$ cat src/rtl/cic_pkg.sv
// Shared widths, limits and helpers for the PDM CIC decimator and its optional DC blocker.
package cic_pkg;

   localparam int ACC_W    = 24;
   localparam int NSTAGE   = 3;
   localparam int PCM_W    = 16;
   localparam int PCM_MAX  = 32767;
   localparam int PCM_MIN  = -32768;
   localparam int DC_SHIFT = 8;

   typedef logic signed [ACC_W-1:0] acc_t;
   typedef logic signed [PCM_W-1:0] pcm_t;

   function automatic pcm_t sat_pcm(input acc_t v);
      if (v > acc_t'(PCM_MAX))
         return pcm_t'(PCM_MAX);
      else if (v < acc_t'(PCM_MIN))
         return pcm_t'(PCM_MIN);
      else
         return v[PCM_W-1:0];
   endfunction

endpackage

$ cat src/rtl/dc_block.sv
// One-pole DC blocker y = x - x[n-1] + y[n-1] - (y[n-1]>>>8), one cycle latency.
// Only compiled in when CIC_DC_BLOCK_EN is defined.
`ifdef CIC_DC_BLOCK_EN
module dc_block
   import cic_pkg::*;
(
   input  logic clk_fast,
   input  logic rst,
   input  logic in_valid,
   input  pcm_t in_data,
   output logic out_valid,
   output pcm_t out_data
);

   acc_t x_cur;
   acc_t x_prev;
   acc_t y_prev;
   acc_t y_next;

   always_comb begin
      x_cur  = acc_t'(in_data);
      y_next = x_cur - x_prev + y_prev - (y_prev >>> DC_SHIFT);
   end

   // State advances only on real samples so gaps do not bleed the filter.
   always_ff @(posedge clk_fast or posedge rst) begin
      if (rst) begin
         x_prev    <= '0;
         y_prev    <= '0;
         out_valid <= 1'b0;
         out_data  <= '0;
      end else begin
         out_valid <= in_valid;
         if (in_valid) begin
            x_prev   <= x_cur;
            y_prev   <= y_next;
            out_data <= sat_pcm(y_next);
         end
      end
   end

endmodule
`endif

$ cat src/rtl/pdm_cic_decim.sv
// 3-stage CIC decimator, PDM bit stream to 16-bit PCM; pcm_valid 5 cycles after the frame-completing strobe.
// Define CIC_DC_BLOCK_EN to append the dc_block stage (one extra cycle).
module pdm_cic_decim
   import cic_pkg::*;
#(
   parameter int DECIM     = 100,
   parameter int OUT_SHIFT = 5
) (
   input  logic             clk_fast,
   input  logic             rst,
   input  logic             pdm_valid,
   input  logic             pdm_bit,
   output logic             pcm_valid,
   output logic [PCM_W-1:0] pcm_data
);

   localparam int CNT_W = $clog2(DECIM);

   logic [CNT_W-1:0] cnt;
   logic             frame_done;
   acc_t             x;
   acc_t             integ [NSTAGE];
   acc_t             stage [NSTAGE+1];
   logic             vld   [NSTAGE+1];
   acc_t             dly   [NSTAGE];
   acc_t             shifted;
   logic             sat_vld;
   pcm_t             sat_dat;

   assign x = pdm_bit ? acc_t'(1) : acc_t'(-1);

   always_ff @(posedge clk_fast or posedge rst) begin
      if (rst) begin
         cnt        <= '0;
         frame_done <= 1'b0;
      end else begin
         frame_done <= 1'b0;
         if (pdm_valid) begin
            if (cnt == CNT_W'(DECIM-1)) begin
               cnt        <= '0;
               frame_done <= 1'b1;
            end else begin
               cnt <= cnt + CNT_W'(1);
            end
         end
      end
   end

   // Integrators run on strobes only; wrap-around is intended and cancels in the combs.
   always_ff @(posedge clk_fast or posedge rst) begin
      if (rst) begin
         for (int k = 0; k < NSTAGE; k++)
            integ[k] <= '0;
      end else if (pdm_valid) begin
         integ[0] <= integ[0] + x;
         for (int k = 1; k < NSTAGE; k++)
            integ[k] <= integ[k] + integ[k-1];
      end
   end

   // stage[0] is the decimated capture; each comb subtracts its input from the previous frame.
   always_ff @(posedge clk_fast or posedge rst) begin
      if (rst) begin
         for (int k = 0; k <= NSTAGE; k++) begin
            stage[k] <= '0;
            vld[k]   <= 1'b0;
         end
         for (int k = 0; k < NSTAGE; k++)
            dly[k] <= '0;
      end else begin
         vld[0] <= frame_done;
         if (frame_done)
            stage[0] <= integ[NSTAGE-1];
         for (int k = 0; k < NSTAGE; k++) begin
            vld[k+1] <= vld[k];
            if (vld[k]) begin
               stage[k+1] <= stage[k] - dly[k];
               dly[k]     <= stage[k];
            end
         end
      end
   end

   assign shifted = stage[NSTAGE] >>> OUT_SHIFT;

   always_ff @(posedge clk_fast or posedge rst) begin
      if (rst) begin
         sat_vld <= 1'b0;
         sat_dat <= '0;
      end else begin
         sat_vld <= vld[NSTAGE];
         if (vld[NSTAGE])
            sat_dat <= sat_pcm(shifted);
      end
   end

`ifdef CIC_DC_BLOCK_EN
   pcm_t dc_dat;

   dc_block u_dc_block (
      .clk_fast  (clk_fast),
      .rst       (rst),
      .in_valid  (sat_vld),
      .in_data   (sat_dat),
      .out_valid (pcm_valid),
      .out_data  (dc_dat)
   );

   assign pcm_data = dc_dat;
`else
   assign pcm_valid = sat_vld;
   assign pcm_data  = sat_dat;
`endif

endmodule

$ cat config.mk
export PLATFORM = sky130hd
export DESIGN_NAME = pdm_cic_decim
export DESIGN_NICKNAME = d
export VERILOG_FILES = /design/src/rtl/cic_pkg.sv /design/src/rtl/dc_block.sv /design/src/rtl/pdm_cic_decim.sv
export SDC_FILE = /design/constraint.sdc
export NUM_CORES = 1
export LEC_CHECK = 0
export ABC_AREA = 1
export BUFFER_PORTS_ARGS = -buffer_cell sky130_fd_sc_hd__buf_2
export CAP_MARGIN = 20
export CORE_AREA = 10 10 181 217
export CTS_CLUSTER_DIAMETER = 80
export DETAILED_ROUTE_END_ITERATION = 10
export DIE_AREA = 0 0 191 227
export GPL_TIMING_DRIVEN = 0
export PLACE_DENSITY = 0.72
export SETUP_SLACK_MARGIN = 0.2
export SLEW_MARGIN = 15
export SYNTH_ARGS = -nofsm -noshare
export SYNTH_HDL_FRONTEND = slang
export SYNTH_SLANG_ARGS = --single-unit
$ cat constraint.sdc
create_clock -name clk_fast -period 13.15 [get_ports clk_fast]
set_input_delay 2.63 -clock clk_fast [delete_from_list [all_inputs] [get_ports clk_fast]]
set_output_delay 2.63 -clock clk_fast [all_outputs]
set_load 0.02 [all_outputs]
==> flow_summary.ini, run 1 <==
[run_status]
status = completed

[logic_synthesis]
syn_avg_cell_area_sq_um = 6.69
synth_top_area_share_pct = 35.0
synthesis.nets = 2969
ys_types = 36
synth_ff_type = dfrtp_1
ys.warnings.count = 0
yosysTopAreaCell = dfrtp_1
synth_area_sq_um = 18900
synth-seq-cells = 264
synth_area_leaders = dfrtp_1 (35%), nand2_1 (21%), ha_1 (9.1%)
synth.most_common_cell = nand2_1
async_flop_share_pct = 100
yosysSeqAreaShare_pct = 35.0
syn_inst = 2823
yosys-top-cells-count = nand2_1 (1043), inv_1 (409), dfrtp_1 (264), nor2_1 (212), nand3_1 (174)
synth_edf_count = 0

[timing]
final-hold-violation-count = 0
timing.slew.headroom_pct = 38.2
fmax_ghz = 0.223
setup_viol = 0
drv_slew = 0
tightest_slew_ns = 0.925
rsz0062_at_grt = false
final.setup.tns_ns = 0
fin_crit_sh_pct = 34.2
fin_crit_ns = 4.49
setup_ws_ns = 8.66
fin_skew_ns = 0.0154

[detailed_routing]
drc_errors = 0
wl_mm = 51.0
via_per_inst = 5.30
drt_iter0_drc = 1267
ant_nets = 0
first_pass_iters = 6
vias = 17800
routedWlPerCell_um = 15.2

[final_layout]
final-seq-area_sq_um = 6610
final_cells = 3355
multi_input_area_sq_um = 10500
area_growth_pct = 9.00
antenna_cells = 0
layout.nets = 3022
drive_gt1_share_pct = 4.49
fillers = 3386
postLayoutCellArea_sq_um = 20600

[clock_network]
htree_levels = 1
clk_latency_ns = 0.57
post_cts_buffers = 0
cts.sinks = 264
ctsLongestPathBuffers = 3
clkTransAtPathRegs_ns = 0.06
cts-root-buf = clkbuf_16
numCtsBuffers = 29
cts_tree = built
hold_buffers = 0
post_cts_resized = 0

[setup_path]
regToRegEndpoint = stage[62]$_DFFE_PP0P_
crit_slowest_cell = inv_1
start_kind = input port
end_kind = flop
cp_max_fo = 23
r2r-start = stage[72]$_DFFE_PP0P_
path_cells = buf_2 -> inv_1 -> ha_1 -> or2_1 -> nand3b_1 -> nand2_1 -> nand2_1 -> nand2_1 -> nand2_1 -> nand3_1 -> nand3_1 -> nand2_1
cpMostUsedCell = nand2_1
slowest_delay_ns = 0.69
arrival_ns = 4.94
criticalPathCategory = input port to flop
critPathCapture = integ[65]$_DFFE_PP0P_
critPathRequiredTime_ns = 13.60
r2r_slack_ns = 10.94
cp-startpoint = pdm_bit
ff2ff_path_depth = 11

[floorplan]
die_area_sq_um = 43400
start_util_pct = 54.3
ios = 21
rows = 75
coreArea_sq_um = 34800
die_w_um = 191
die_height_um = 227

[placement]
post_dp_cell_area_sq_um = 19600
dp_hpwl_mm = 40.5
post-place-ws_ns = 8.08
io_buffers = 20
place.gp.congestion = 0.963
dpl.cell_count = 3307

[global_routing]
grt-ovfl-total = 0
met3_usage_pct = 2.31
grt_pass1_wl_mm = 83.9
busiest_layer = met2
antenna_found_initial = 0
grt_pass1_vias = 17000
grtUsageMet2_pct = 40.1
gr-usage-met1_pct = 29.9
grt_max_degree = 102
grt_use_total_pct = 23.6

[flow_run]
maxCapViolCount = 0

[hold_path]
hp-class = flop to flop
## how the worst min path moves through the flow
stage	from	to	slack, ns	cells past startpoint
CTS	vld[2]$_DFF_PP0_	vld[1]$_DFF_PP0_	0.38	0
floorplan	vld[2]$_DFF_PP0_	vld[1]$_DFF_PP0_	0.35	0
global route	vld[2]$_DFF_PP0_	vld[1]$_DFF_PP0_	0.38	0
finish	vld[2]$_DFF_PP0_	vld[1]$_DFF_PP0_	0.37	0
global placement	vld[2]$_DFF_PP0_	vld[1]$_DFF_PP0_	0.36	0
detailed placement	vld[2]$_DFF_PP0_	vld[1]$_DFF_PP0_	0.36	0
## critical path: cells and delay by family
kind | cells | cell delay, ns
adder cells (fa/ha/maj) | 1 | 0.39
AND/OR/NAND/NOR | 9 | 1.04
buffers and inverters | 2 | 0.86
## layout by cell type, fill, tap and decap left out, drive strengths merged
master and n:
o21bai 10, clkbuf 75, ha 137, nand3 174
and2 5, nor3 24, bufinv 4, a21oi 116
or2 13, clkinv 11, nor4 1, o21ai 172
inv 427, dfrtp 264, fa 5, nand3b 19
mux2 15, a21o 5, nand2 1047, a31oi 6
xnor2 40, nor2 220, clkinvlp 3, a41oi 1
buf 33, o22ai 3, xor2 16, nand4 47
## sequential cells by signal (all words and copies together) (netlist names)
| signal | flops |
|---|---|
| dly | 72 |
| integ | 72 |
| stage | 72 |
| shifted | 19 |
| pcm_data | 16 |
| cnt | 7 |
| vld | 4 |
| frame_done | 1 |
| pcm_valid | 1 |
## metal layers
metal	part of all wire, %	vias to the layer above
met3	5.0	134
met4	4.6	0
li1	-	9001
met2	47	469
met1	44	8179
met5	0	-
## area by class of cell
type | instances | share of cell area, %
well taps | 462 | 2.81
multi-input cells | 2076 | 50.8
repair buffers | 22 | 0.753
clock buffers | 34 | 3.76
flip-flops and latches | 264 | 32.1
clock inverters | 14 | 0.899
plain buffers | 52 | 1.00
inverters | 431 | 7.89
## per-stage QoR
| step | utilization [%] | hold slack, ns |
|---|---|---|
| after floorplan | - | 0.349 |
| after global placement | 56.2 | 0.359 |
| after detailed placement | 56.4 | 0.362 |
| after CTS | 59.1 | 0.375 |
| after global routing | 59.1 | 0.382 |
| final | 59.1 | 0.375 |
## cells by family (layout without fill, tap and decap cells)
family,Yosys count,in the layout,share of synthesized area (%)
fa+ha+maj,142,142,9.60
simple gates,1550,1550,33.6
xor+xnor,56,56,2.60
mux,15,15,0.894
buf+inv,483,553,9.66
compound gates,313,313,8.69
flops,264,264,35.0
Power of run 1 is left out: the tool's default activity adds up to more than one toggle a clock period on the data nets, which glitch-free logic cannot reach.
==> run 2, diff against run 1 <==
--- a/config.mk
+++ b/config.mk
@@ -5,13 +5,13 @@
 export SDC_FILE = /design/constraint.sdc
 export NUM_CORES = 1
 export LEC_CHECK = 0
-export ABC_AREA = 1
+export ABC_AREA = 0
 export BUFFER_PORTS_ARGS = -buffer_cell sky130_fd_sc_hd__buf_2
 export CAP_MARGIN = 20
-export CORE_AREA = 10 10 181 217
+export CORE_AREA = 10 10 169 202
 export CTS_CLUSTER_DIAMETER = 80
 export DETAILED_ROUTE_END_ITERATION = 10
-export DIE_AREA = 0 0 191 227
+export DIE_AREA = 0 0 179 212
 export GPL_TIMING_DRIVEN = 0
 export PLACE_DENSITY = 0.72
 export SETUP_SLACK_MARGIN = 0.2
==> constraint.sdc (replaced) <==
create_clock -name clk_fast -period 4.6 [get_ports clk_fast]
set_input_delay 0.92 -clock clk_fast [delete_from_list [all_inputs] [get_ports clk_fast]]
set_output_delay 0.92 -clock clk_fast [all_outputs]
set_load 0.02 [all_outputs]
==> run 2 against run 1 <==
- sequential share of layout area up 4.4 points
- worst setup slack worse by 7.6 ns
- count of clock-buffer cells in the layout rose by 1
- routed wire length decreased by 33%
- critical path type unchanged
==> flow_summary.ini, run 2 <==
[detailed_routing]
first_pass_iters = 5
vias = 12200
ant_nets = 0
via_per_inst = 5.66
routedWlPerCell_um = 15.9
drc_errors = 0
wl_mm = 34.3
drt_iter0_drc = 501

[placement]
dpl.cell_count = 2111
dp_hpwl_mm = 26.8
io_buffers = 20
place.gp.congestion = 0.936

[power]
power_per_cell_area_nw_per_um2 = 570
p_leak_nw = 8.50
max-vdd-ir-drop_mv = 0.427

[timing]
fin_skew_ns = 0.0242
fin_crit_ns = 3.58
rsz0062_at_grt = false
final-hold-violation-count = 0
fin_crit_sh_pct = 77.9
drv_slew = 0
fmax_ghz = 0.279
holdWs_ns = 0.375
setup_viol = 0
tightest_slew_ns = 0.928
timing.slew.headroom_pct = 37.6
final.setup.tns_ns = 0

[logic_synthesis]
synthesis.nets = 1833
synth_area_leaders = dfrtp_1 (40%), ha_1 (10%), mux2_2 (9.2%)
async_flop_share_pct = 100
syn_avg_cell_area_sq_um = 9.70
ys_types = 77
synth.most_common_cell = dfrtp_1
synth_top_area_share_pct = 40.4
synth_xor_area_share_pct = 6.37
synth-seq-cells = 264
ys.warnings.count = 0
synth_simple_gate_area_share_pct = 10.9
yosysTopAreaCell = dfrtp_1
synthAdderAreaFrac_pct = 11.1
synth_top_family_by_area = compound AO/OA/AOI/OAI gates
synth_edf_count = 0
synthMuxAreaShare_pct = 9.43
yosysSeqAreaShare_pct = 40.4
synth_compound_gate_area_share_pct = 17.9
synth_ff_type = dfrtp_1
yosys-top-cells-count = dfrtp_1 (264), nand2_1 (152), ha_1 (137), mux2_2 (133), o21ai_0 (132)
syn_inst = 1687
synth_area_sq_um = 16400

[clock_network]
cts-root-buf = clkbuf_16
post_cts_resized = 0
cts_tree = built
post_cts_buffers = 0
hold_buffers = 0
numCtsBuffers = 27
htree_levels = 1
clk_latency_ns = 0.55
cts.sinks = 264
ctsLongestPathBuffers = 3
clkTransAtPathRegs_ns = 0.06

[floorplan]
ios = 21
coreArea_sq_um = 30200
rows = 70
die_w_um = 179
die_height_um = 212
start_util_pct = 54.2
die_area_sq_um = 37900

[setup_path]
criticalPathCategory = input port to flop
cp_max_fo = 24
start_kind = input port
critPathCapture = integ[67]$_DFFE_PP0P_
cp-startpoint = pdm_bit
critPathRequiredTime_ns = 5.02
r2r_slack_ns = 1.04
r2r-start = stage[48]$_DFFE_PP0P_
regToRegEndpoint = stage[42]$_DFFE_PP0P_
ff2ff_path_depth = 11
end_kind = flop
arrival_ns = 4.00

[final_layout]
final-seq-area_sq_um = 6610
area_growth_pct = 10.6
final_cells = 2160
top_regs = dly x72, integ x72, stage x72
drive_gt1_share_pct = 13.4
multi_input_area_sq_um = 9100
layout.nets = 1890
final_cell_mix = dfrtp_1 (264), nand2_1 (152), ha_1 (137)
fillers = 2605
antenna_cells = 0
final_common_cell = dfrtp_1

[run_status]
status = completed

[global_routing]
grt_max_degree = 38
grt-ovfl-total = 0
grt_pass1_vias = 12700
grt_pass1_wl_mm = 59.1
antenna_found_initial = 0
grt_use_total_pct = 18.5

[hold_path]
hp-class = flop to flop

[flow_run]
maxCapViolCount = 0
-- run 2: cell count changes after synthesis, moves of 32 or more --
cell     delta
xnor2_1    +32
a21o_1     +47
mux2_2    +118
inv_1     -290
nand2_1   -891
nand3_1   -143
nor2_1    -111
nand4_1    -38
-- run 2: report_power, final --
part	leakage, nW	switching, mW	internal (mW)	total [mW]
Sequential	3.51	0.347	2.72	3.07
Clock	0.485	0.909	1.45	2.36
Combinational	4.51	2.59	2.29	4.88
Total	8.50	3.85	6.46	10.3
-- run 2: worst max-delay path, stage by stage --
cell and delay (ns):
buf_2 0.11, inv_1 0.63, ha_1 0.35, o21a_1 0.22, nor2_1 0.07, or3_1 0.37
o2111a_1 0.25, a211oi_2 0.46, a21oi_1 0.16, xnor2_1 0.16, mux2_2 0.28
-- run 2: logic make-up (layout without fill, tap and decap cells) --
kind of cell / after synthesis / count (layout)
simple gates: 392 / 392
buf+inv: 174 / 251
fa+ha+maj: 142 / 142
flops: 264 / 264
mux: 137 / 137
xor+xnor: 119 / 119
compound gates: 459 / 459
-- run 2: area by class of cell --
cell class                 count  share of cell area [%]
clock inverter                14                    1.12
clock buffer                  35                    4.23
buffer                        53                    1.12
tap                          396                    2.74
multi-input combinational   1249                    50.3
sequential                   264                    36.5
inverter                     121                    2.53
timing repair buffer          28                    1.48
-- run 2: metrics by stage --
stage / setup slack [ns] / total power [mW] / util, % / area (sq um)
floorplan: 0.196 / 6.96 / - / 16400
global placement: -1.32 / 7.73 / 56.1 / 17000
detailed placement: 0.470 / 7.93 / 56.7 / 17100
CTS: 1.05 / 10.3 / 59.9 / 18100
global route: 0.788 / 11.1 / 59.9 / 18100
finish: 1.02 / 10.3 / 59.9 / 18100
-- run 2: how the worst min path moves through the flow --
stage                              start                   to  slack [ns]  cells after the start
finish              frame_done$_DFF_PP0_     vld[3]$_DFF_PP0_        0.37                      0
floorplan               vld[0]$_DFF_PP0_  pcm_valid$_DFF_PP0_        0.35                      0
global route            vld[0]$_DFF_PP0_  pcm_valid$_DFF_PP0_        0.38                      0
global placement        vld[0]$_DFF_PP0_  pcm_valid$_DFF_PP0_        0.35                      0
CTS                     vld[0]$_DFF_PP0_  pcm_valid$_DFF_PP0_        0.37                      0
detailed placement      vld[0]$_DFF_PP0_  pcm_valid$_DFF_PP0_        0.36                      0
-- run 2: routing by layer --
| metal | part of all wire (%) | track usage [%] | up-vias |
|---|---|---|---|
| met3 | 2.8 | 2.08 | 87 |
| met1 | 38 | 19.3 | 5839 |
| met5 | 0 | 0 | - |
| li1 | - | - | 6134 |
| met4 | 3.5 | 7.28 | 0 |
| met2 | 55 | 36.2 | 172 |
(Power assumes the default switching activity.)
